--- config.mk ---
export PLATFORM = sky130hd
export DESIGN_NAME = bcd_convert_sched_flat
export DESIGN_NICKNAME = d
export VERILOG_FILES = /design/src/rtl/bcd_convert_sched_pkg.sv /design/src/rtl/bcd_convert_sched_if.sv /design/src/rtl/bcd_convert_sched_dabble_step.sv /design/src/rtl/bcd_convert_sched.sv /design/src/flat_wrapper.sv
export SDC_FILE = /design/constraint.sdc
export NUM_CORES = 1
export LEC_CHECK = 0
export CAP_MARGIN = 25
export CORE_MARGIN = 2
export CORE_UTILIZATION = 55
export CTS_BUF_LIST = sky130_fd_sc_hd__clkbuf_8 sky130_fd_sc_hd__clkbuf_16
export CTS_CLUSTER_SIZE = 12
export DETAILED_ROUTE_END_ITERATION = 12
export PLACE_DENSITY = 0.83
export SYNTH_ARGS = -nofsm -noshare
export SYNTH_HDL_FRONTEND = slang
export SYNTH_SLANG_ARGS = --single-unit
--- constraint.sdc ---
create_clock -name clk -period 3.2 [get_ports clk]
set_clock_uncertainty 0.1 [all_clocks]
set_input_delay 0.8 -clock clk [delete_from_list [all_inputs] [get_ports clk]]
set_output_delay 0.8 -clock clk [all_outputs]
set_load 0.01 [all_outputs]
--- src/rtl/bcd_convert_sched_pkg.sv ---
// Shared types and constants for the stopwatch binary-to-BCD conversion scheduler.
package bcd_pkg;

  typedef enum logic [1:0] {
    IDLE   = 2'd0,
    LOAD   = 2'd1,
    SHIFT  = 2'd2,
    FINISH = 2'd3
  } state_e;

  localparam int BCD_MAX         = 9999;
  localparam int BCD_CORR_THRESH = 5;
  localparam int BCD_CORR_ADD    = 3;

endpackage

--- src/rtl/bcd_convert_sched_if.sv ---
// Request/grant and result bundle between the two requesters, the scheduler and the display driver.
interface bcd_convert_sched_if #(
  parameter int WIDTH = 16
);
  logic             req0;
  logic             req1;
  logic [WIDTH-1:0] val0;
  logic [WIDTH-1:0] val1;
  logic             ack0;
  logic             ack1;
  logic             busy;
  logic             done;
  logic             owner;
  logic             overflow;
  logic [3:0]       digit1;
  logic [3:0]       digit2;
  logic [3:0]       digit3;
  logic [3:0]       digit4;

  modport master (
    output req0, req1, val0, val1,
    input  ack0, ack1, busy, done, owner, overflow,
    input  digit1, digit2, digit3, digit4
  );

  modport slave (
    input  req0, req1, val0, val1,
    output ack0, ack1, busy, done, owner, overflow,
    output digit1, digit2, digit3, digit4
  );
endinterface

--- src/rtl/bcd_convert_sched_dabble_step.sv ---
// One double-dabble iteration: add-3 correction on every digit >= 5, then shift in one binary bit.
module bcd_dabble_step
  import bcd_pkg::*;
#(
  parameter int NDIG = 4
) (
  input  logic [4*NDIG-1:0] acc_i,
  input  logic              bit_i,
  output logic [4*NDIG-1:0] acc_o
);

  logic [4*NDIG-1:0] corr;

  always_comb begin
    corr = acc_i;
    for (int d = 0; d < NDIG; d++) begin
      if (acc_i[4*d +: 4] >= 4'(BCD_CORR_THRESH)) begin
        corr[4*d +: 4] = acc_i[4*d +: 4] + 4'(BCD_CORR_ADD);
      end
    end
  end

  assign acc_o = {corr[4*NDIG-2:0], bit_i};

endmodule

--- src/rtl/bcd_convert_sched.sv ---
// Round-robin scheduler feeding a bit-serial shift-and-add-3 converter; results are held
// in output registers for the 7-segment driver.
module bcd_convert_sched
  import bcd_pkg::*;
#(
  parameter int WIDTH = 16,
  parameter int NDIG  = 4
) (
  input  logic               clk,
  input  logic               rst_n,
  bcd_convert_sched_if.slave bus
);

  localparam int CW   = $clog2(WIDTH);
  localparam int ACCW = 4 * NDIG;

  state_e            state_q, state_d;
  logic              grant_q, grant_d;
  logic              last_q, last_d;
  logic [CW-1:0]     cnt_q, cnt_d;
  logic [WIDTH-1:0]  shreg_q, shreg_d;
  logic [ACCW-1:0]   acc_q, acc_d;
  logic              ovfPend_q, ovfPend_d;
  logic [ACCW-1:0]   dig_q, dig_d;
  logic              ovf_q, ovf_d;
  logic              owner_q, owner_d;

  logic [ACCW-1:0]   stepAcc;
  logic [WIDTH-1:0]  capVal;

  bcd_dabble_step #(.NDIG(NDIG)) u_step (
    .acc_i (acc_q),
    .bit_i (shreg_q[WIDTH-1]),
    .acc_o (stepAcc)
  );

  assign capVal = grant_q ? bus.val1 : bus.val0;

  always_comb begin
    state_d   = state_q;
    grant_d   = grant_q;
    last_d    = last_q;
    cnt_d     = cnt_q;
    shreg_d   = shreg_q;
    acc_d     = acc_q;
    ovfPend_d = ovfPend_q;
    dig_d     = dig_q;
    ovf_d     = ovf_q;
    owner_d   = owner_q;
    case (state_q)
      IDLE: begin
        if (bus.req0 || bus.req1) begin
          // On a tie the requester not served last wins; otherwise whoever is asking.
          grant_d = (bus.req0 && bus.req1) ? ~last_q : bus.req1;
          last_d  = grant_d;
          state_d = LOAD;
        end
      end
      LOAD: begin
        shreg_d   = capVal;
        acc_d     = '0;
        cnt_d     = '0;
        ovfPend_d = int'(capVal) > BCD_MAX;
        state_d   = SHIFT;
      end
      SHIFT: begin
        acc_d   = stepAcc;
        shreg_d = shreg_q << 1;
        cnt_d   = cnt_q + 1'b1;
        if (cnt_q == CW'(WIDTH - 1)) begin
          dig_d   = ovfPend_q ? {NDIG{4'd9}} : stepAcc;
          ovf_d   = ovfPend_q;
          owner_d = grant_q;
          state_d = FINISH;
        end
      end
      FINISH: state_d = IDLE;
      default: state_d = IDLE;
    endcase
  end

  always_ff @(posedge clk or negedge rst_n) begin
    if (!rst_n) begin
      state_q   <= IDLE;
      grant_q   <= 1'b0;
      last_q    <= 1'b1;
      cnt_q     <= '0;
      shreg_q   <= '0;
      acc_q     <= '0;
      ovfPend_q <= 1'b0;
      dig_q     <= '0;
      ovf_q     <= 1'b0;
      owner_q   <= 1'b0;
    end else begin
      state_q   <= state_d;
      grant_q   <= grant_d;
      last_q    <= last_d;
      cnt_q     <= cnt_d;
      shreg_q   <= shreg_d;
      acc_q     <= acc_d;
      ovfPend_q <= ovfPend_d;
      dig_q     <= dig_d;
      ovf_q     <= ovf_d;
      owner_q   <= owner_d;
    end
  end

  assign bus.ack0     = (state_q == LOAD) && !grant_q;
  assign bus.ack1     = (state_q == LOAD) && grant_q;
  assign bus.busy     = (state_q != IDLE);
  assign bus.done     = (state_q == FINISH);
  assign bus.owner    = owner_q;
  assign bus.overflow = ovf_q;
  assign bus.digit1   = dig_q[3:0];
  assign bus.digit2   = dig_q[7:4];
  assign bus.digit3   = dig_q[11:8];
  assign bus.digit4   = dig_q[15:12];

endmodule

--- src/flat_wrapper.sv ---
// flat-port wrapper written by rule: the top's interface ports become plain ports
module bcd_convert_sched_flat import bcd_pkg::*;
#(
  parameter int WIDTH = 16,
  parameter int NDIG  = 4
)
  (clk, rst_n, bus_req0, bus_req1, bus_val0, bus_val1, bus_ack0, bus_ack1, bus_busy, bus_done, bus_owner, bus_overflow, bus_digit1, bus_digit2, bus_digit3, bus_digit4);
  bcd_convert_sched_if #(.WIDTH(WIDTH)) bus_i ();
  input  logic clk;
  input  logic rst_n;
  input wire logic [$bits(bus_i.req0)-1:0] bus_req0;
  input wire logic [$bits(bus_i.req1)-1:0] bus_req1;
  input wire logic [$bits(bus_i.val0)-1:0] bus_val0;
  input wire logic [$bits(bus_i.val1)-1:0] bus_val1;
  output wire logic [$bits(bus_i.ack0)-1:0] bus_ack0;
  output wire logic [$bits(bus_i.ack1)-1:0] bus_ack1;
  output wire logic [$bits(bus_i.busy)-1:0] bus_busy;
  output wire logic [$bits(bus_i.done)-1:0] bus_done;
  output wire logic [$bits(bus_i.owner)-1:0] bus_owner;
  output wire logic [$bits(bus_i.overflow)-1:0] bus_overflow;
  output wire logic [$bits(bus_i.digit1)-1:0] bus_digit1;
  output wire logic [$bits(bus_i.digit2)-1:0] bus_digit2;
  output wire logic [$bits(bus_i.digit3)-1:0] bus_digit3;
  output wire logic [$bits(bus_i.digit4)-1:0] bus_digit4;
  assign bus_i.req0 = bus_req0;
  assign bus_i.req1 = bus_req1;
  assign bus_i.val0 = bus_val0;
  assign bus_i.val1 = bus_val1;
  assign bus_ack0 = bus_i.ack0;
  assign bus_ack1 = bus_i.ack1;
  assign bus_busy = bus_i.busy;
  assign bus_done = bus_i.done;
  assign bus_owner = bus_i.owner;
  assign bus_overflow = bus_i.overflow;
  assign bus_digit1 = bus_i.digit1;
  assign bus_digit2 = bus_i.digit2;
  assign bus_digit3 = bus_i.digit3;
  assign bus_digit4 = bus_i.digit4;
  bcd_convert_sched #(.WIDTH(WIDTH), .NDIG(NDIG)) u_core (.clk(clk), .rst_n(rst_n), .bus(bus_i));
endmodule
==> impl_metrics.tcl <==
set metrics [dict create \
    run_status "complete, no violations" \
    power_switching_uw 1190 \
    syn_area_per_cell_um2 10.4 \
    synth_nets 357 \
    async_flop_share_pct 100 \
    grtUsageTotal_pct 23.8 \
    grt-ovfl-total 0 \
    crit_fanout 5 \
    finalCoreUtilization_pct 72.4 \
    place_congestion 0.793 \
    power_density_nw_per_um2 808 \
    core_um2 5570 \
    start_kind "flip-flop" \
    syn_inst 308 \
    cap_violations 0 \
    port_buffers 57 \
    ctsHoldBuffers 0 \
    root_buffer "clkbuf_8" \
    via_per_inst 5.69 \
    clock_latency_ps 340 \
    setup_tns_ps 0 \
    ir_drop_v 0.000700 \
    antenna_found_initial 0 \
    hpwl_um 4820 \
    fp.dieW_um 80.4 \
    synth_cell_type_count 48 \
    cts_inserted_buffers 9 \
    synth.yosys.seq_area_share_pct 46.0 \
    finalCritPeriodShare_pct 83.2 \
    timing.final.hold_violations 0 \
    syn_area_um2 3210 \
    syn_to_final_growth_pct 25.7 \
    final_layout_size_suffix_gt1_share_pct 14.6 \
    pwr-share-seq_pct 33.6 \
    wire_per_inst_um 15.7 \
    clk_pin_slew_ps 60 \
    place_area_um2 3790 \
    cts-resized-gates 0 \
    internal_power_uw 2070 \
    ant_nets 0 \
    vias 2522 \
    synth-seq-cells 59 \
    dieHeight_um 80.4 \
    fmax_mhz 376 \
    initial_utilization_pct 57.6 \
    drv_slew 0 \
    wl_um 6950 \
    power_frac_clock_pct 23.6 \
    worstPathRequired_ps 2300 \
    grt_pass1_wl_um 11600 \
    cp.arrival_ps 1760 \
    max-slew-margin-rel_pct 48.5 \
    cp-end-kind "output pin" \
    worstMarginPinSlew_ps 770 \
    io_pins 58 \
    synth_warnings 0 \
    period_needed_ps 2660 \
    drc 0 \
    grt_pass1_vias 2571 \
    combPwrFrac_pct 42.9 \
    postLayoutCellArea_um2 4030 \
    row_count 27 \
    nets 415 \
    p_leak_uw 0.00175 \
    first_iter_violations 152 \
    dr.pass1.iters 5 \
    rsz0062_at_grt "false" \
    cts_tree "yes" \
    grt_max_degree 44 \
    synth_edf_count 0 \
    post-cts-setup-buffers 0 \
    report.final.setup_viol 0 \
    critical_path_class "flip-flop to output pin" \
    dieArea_um2 6460 \
    switching_share_pct 36.4 \
    clock_sinks 59 \
    clockBufferDepth 2 \
    antenna_cells 0 \
    num-fill-cells 434 \
    cts_max_level 3 \
    synth_ff_type "dfrtp_1" \
    hp-class "input port to asynchronous set/reset pin" \
]
[cell usage after synthesis, types with 3 or more instances]
cell | number | area share [%]
inv_1 | 14 | 1.6
a31oi_1 | 5 | 0.97
a22o_1 | 13 | 3.5
xnor2_1 | 4 | 1.1
ha_1 | 13 | 5.1
buf_2 | 8 | 1.2
nand2b_1 | 6 | 1.2
a32o_1 | 5 | 1.6
mux2_2 | 15 | 5.3
mux2i_1 | 18 | 5.6
a21oi_2 | 4 | 1.1
dfrtp_1 | 58 | 45
nor2b_1 | 3 | 0.58
nand2_1 | 41 | 4.8
o31ai_2 | 3 | 1.2
buf_4 | 3 | 0.70
nand3_1 | 4 | 0.62
o21ai_1 | 17 | 2.7
o21ai_0 | 11 | 1.7
nor2_1 | 15 | 1.8
o22ai_1 | 4 | 0.78
nor3b_1 | 4 | 0.94
a21oi_1 | 13 | 2.0
[final cells by class]
type,instances,area [um2],area share [%]
multi-input combinational,218,1560,38.6
clock inverter,5,76.3,1.89
tap,72,90.1,2.23
timing repair buffer,63,623,15.4
inverter,15,56.3,1.40
clock buffer,11,151,3.75
sequential,59,1480,36.6
[critical path: stages (launching register included)]
cell and delay [ps]:
dfrtp_1 400, inv_1 100, ha_1 240, nor2b_1 150, clkdlybuf4s50_1 540
[through the flow]
step / cells / setup slack (ps) / hold slack [ps] / total power (uW)
finish: 443 / 537 / 217 / 3260
global placement: 426 / 923 / 362 / 2450
detailed placement: 426 / 883 / 373 / 2500
CTS: 442 / 524 / 389 / 3270
global route: 443 / 426 / 223 / 3470
floorplan: 308 / 1430 / 349 / 2170
[cell usage in the layout, fill, tap and decap left out, types with 2 or more instances in the layout]
master and count:
o31ai_2 3, mux2i_1 18, a22o_1 13, mux2_2 15, a21oi_2 4, o21ai_1 17
nand2_1 41, clkbuf_8 11, a32o_1 5, o21ai_0 11, nor3b_1 4, xnor2_1 4
inv_1 15, nand3_1 4, o22ai_1 4, dfrtp_1 58, o31ai_1 2, nor2b_1 3
a21oi_1 13, clkdlybuf4s50_1 56, buf_4 5, ha_1 13, a31oi_1 5, bufinv_16 2
nand2b_1 6, nor2_1 15
[kinds of logic after synthesis]
| logic type | count (synthesis) | share of synthesized area, % |
|---|---|---|
| buffers and inverters | 31 | 5.38 |
| AOI/OAI and AO/OA | 85 | 18.5 |
| muxes | 34 | 11.2 |
| adders and majority gates | 13 | 5.07 |
| and+or+nand+nor | 82 | 12.7 |
| DFF | 59 | 46.0 |
| xor gates and xnor gates | 4 | 1.09 |
[final timing paths]
check	start	endpoint	slack, ps	depth (start not counted)
hold reg to reg	u_core.bus.overflow	u_core.bus.overflow	380	2
setup / recovery	u_core.state_q[1]	bus_ack0	540	4
min in group clk	u_core.bus.overflow	u_core.bus.overflow	380	2
max in group asynchronous	rst_n	u_core.acc_q[7]	2160	3
hold / removal	rst_n	u_core.state_q[0]	220	1
setup reg to reg	u_core.state_q[0]	u_core.dig_q[7]	1050	5
[power groups by stage]
stage	sequential, uW	combinational (uW)	clock, uW
after global routing	1120	1540	811
after CTS	1090	1400	778
final	1090	1400	768
after global placement	1090	1360	0
after floorplan	1070	1100	0
after detailed placement	1110	1390	0
[sequential cells by signal, summed over array words and instances, names as in the netlist]
signal and count:
u_core.shreg_q 16, u_core.acc_q 16, u_core.bus.owner 1, u_core.cnt_q 4, u_core.state_q 2, u_core.ovfPend_q 1
u_core.bus.overflow 1, u_core.dig_q 16, u_core.grant_q 1, u_core.last_q 1
[routing by layer]
layer / part of all wire [%] / global-route usage (%) / vias to the layer above
met5: 0 / 0 / -
met4: 1.6 / 11.7 / 0
met3: 3.5 / 4.49 / 12
met2: 50 / 41.5 / 57
met1: 45 / 28.2 / 1232
li1: - / - / 1221
Power figures use the tool's default switching activity.
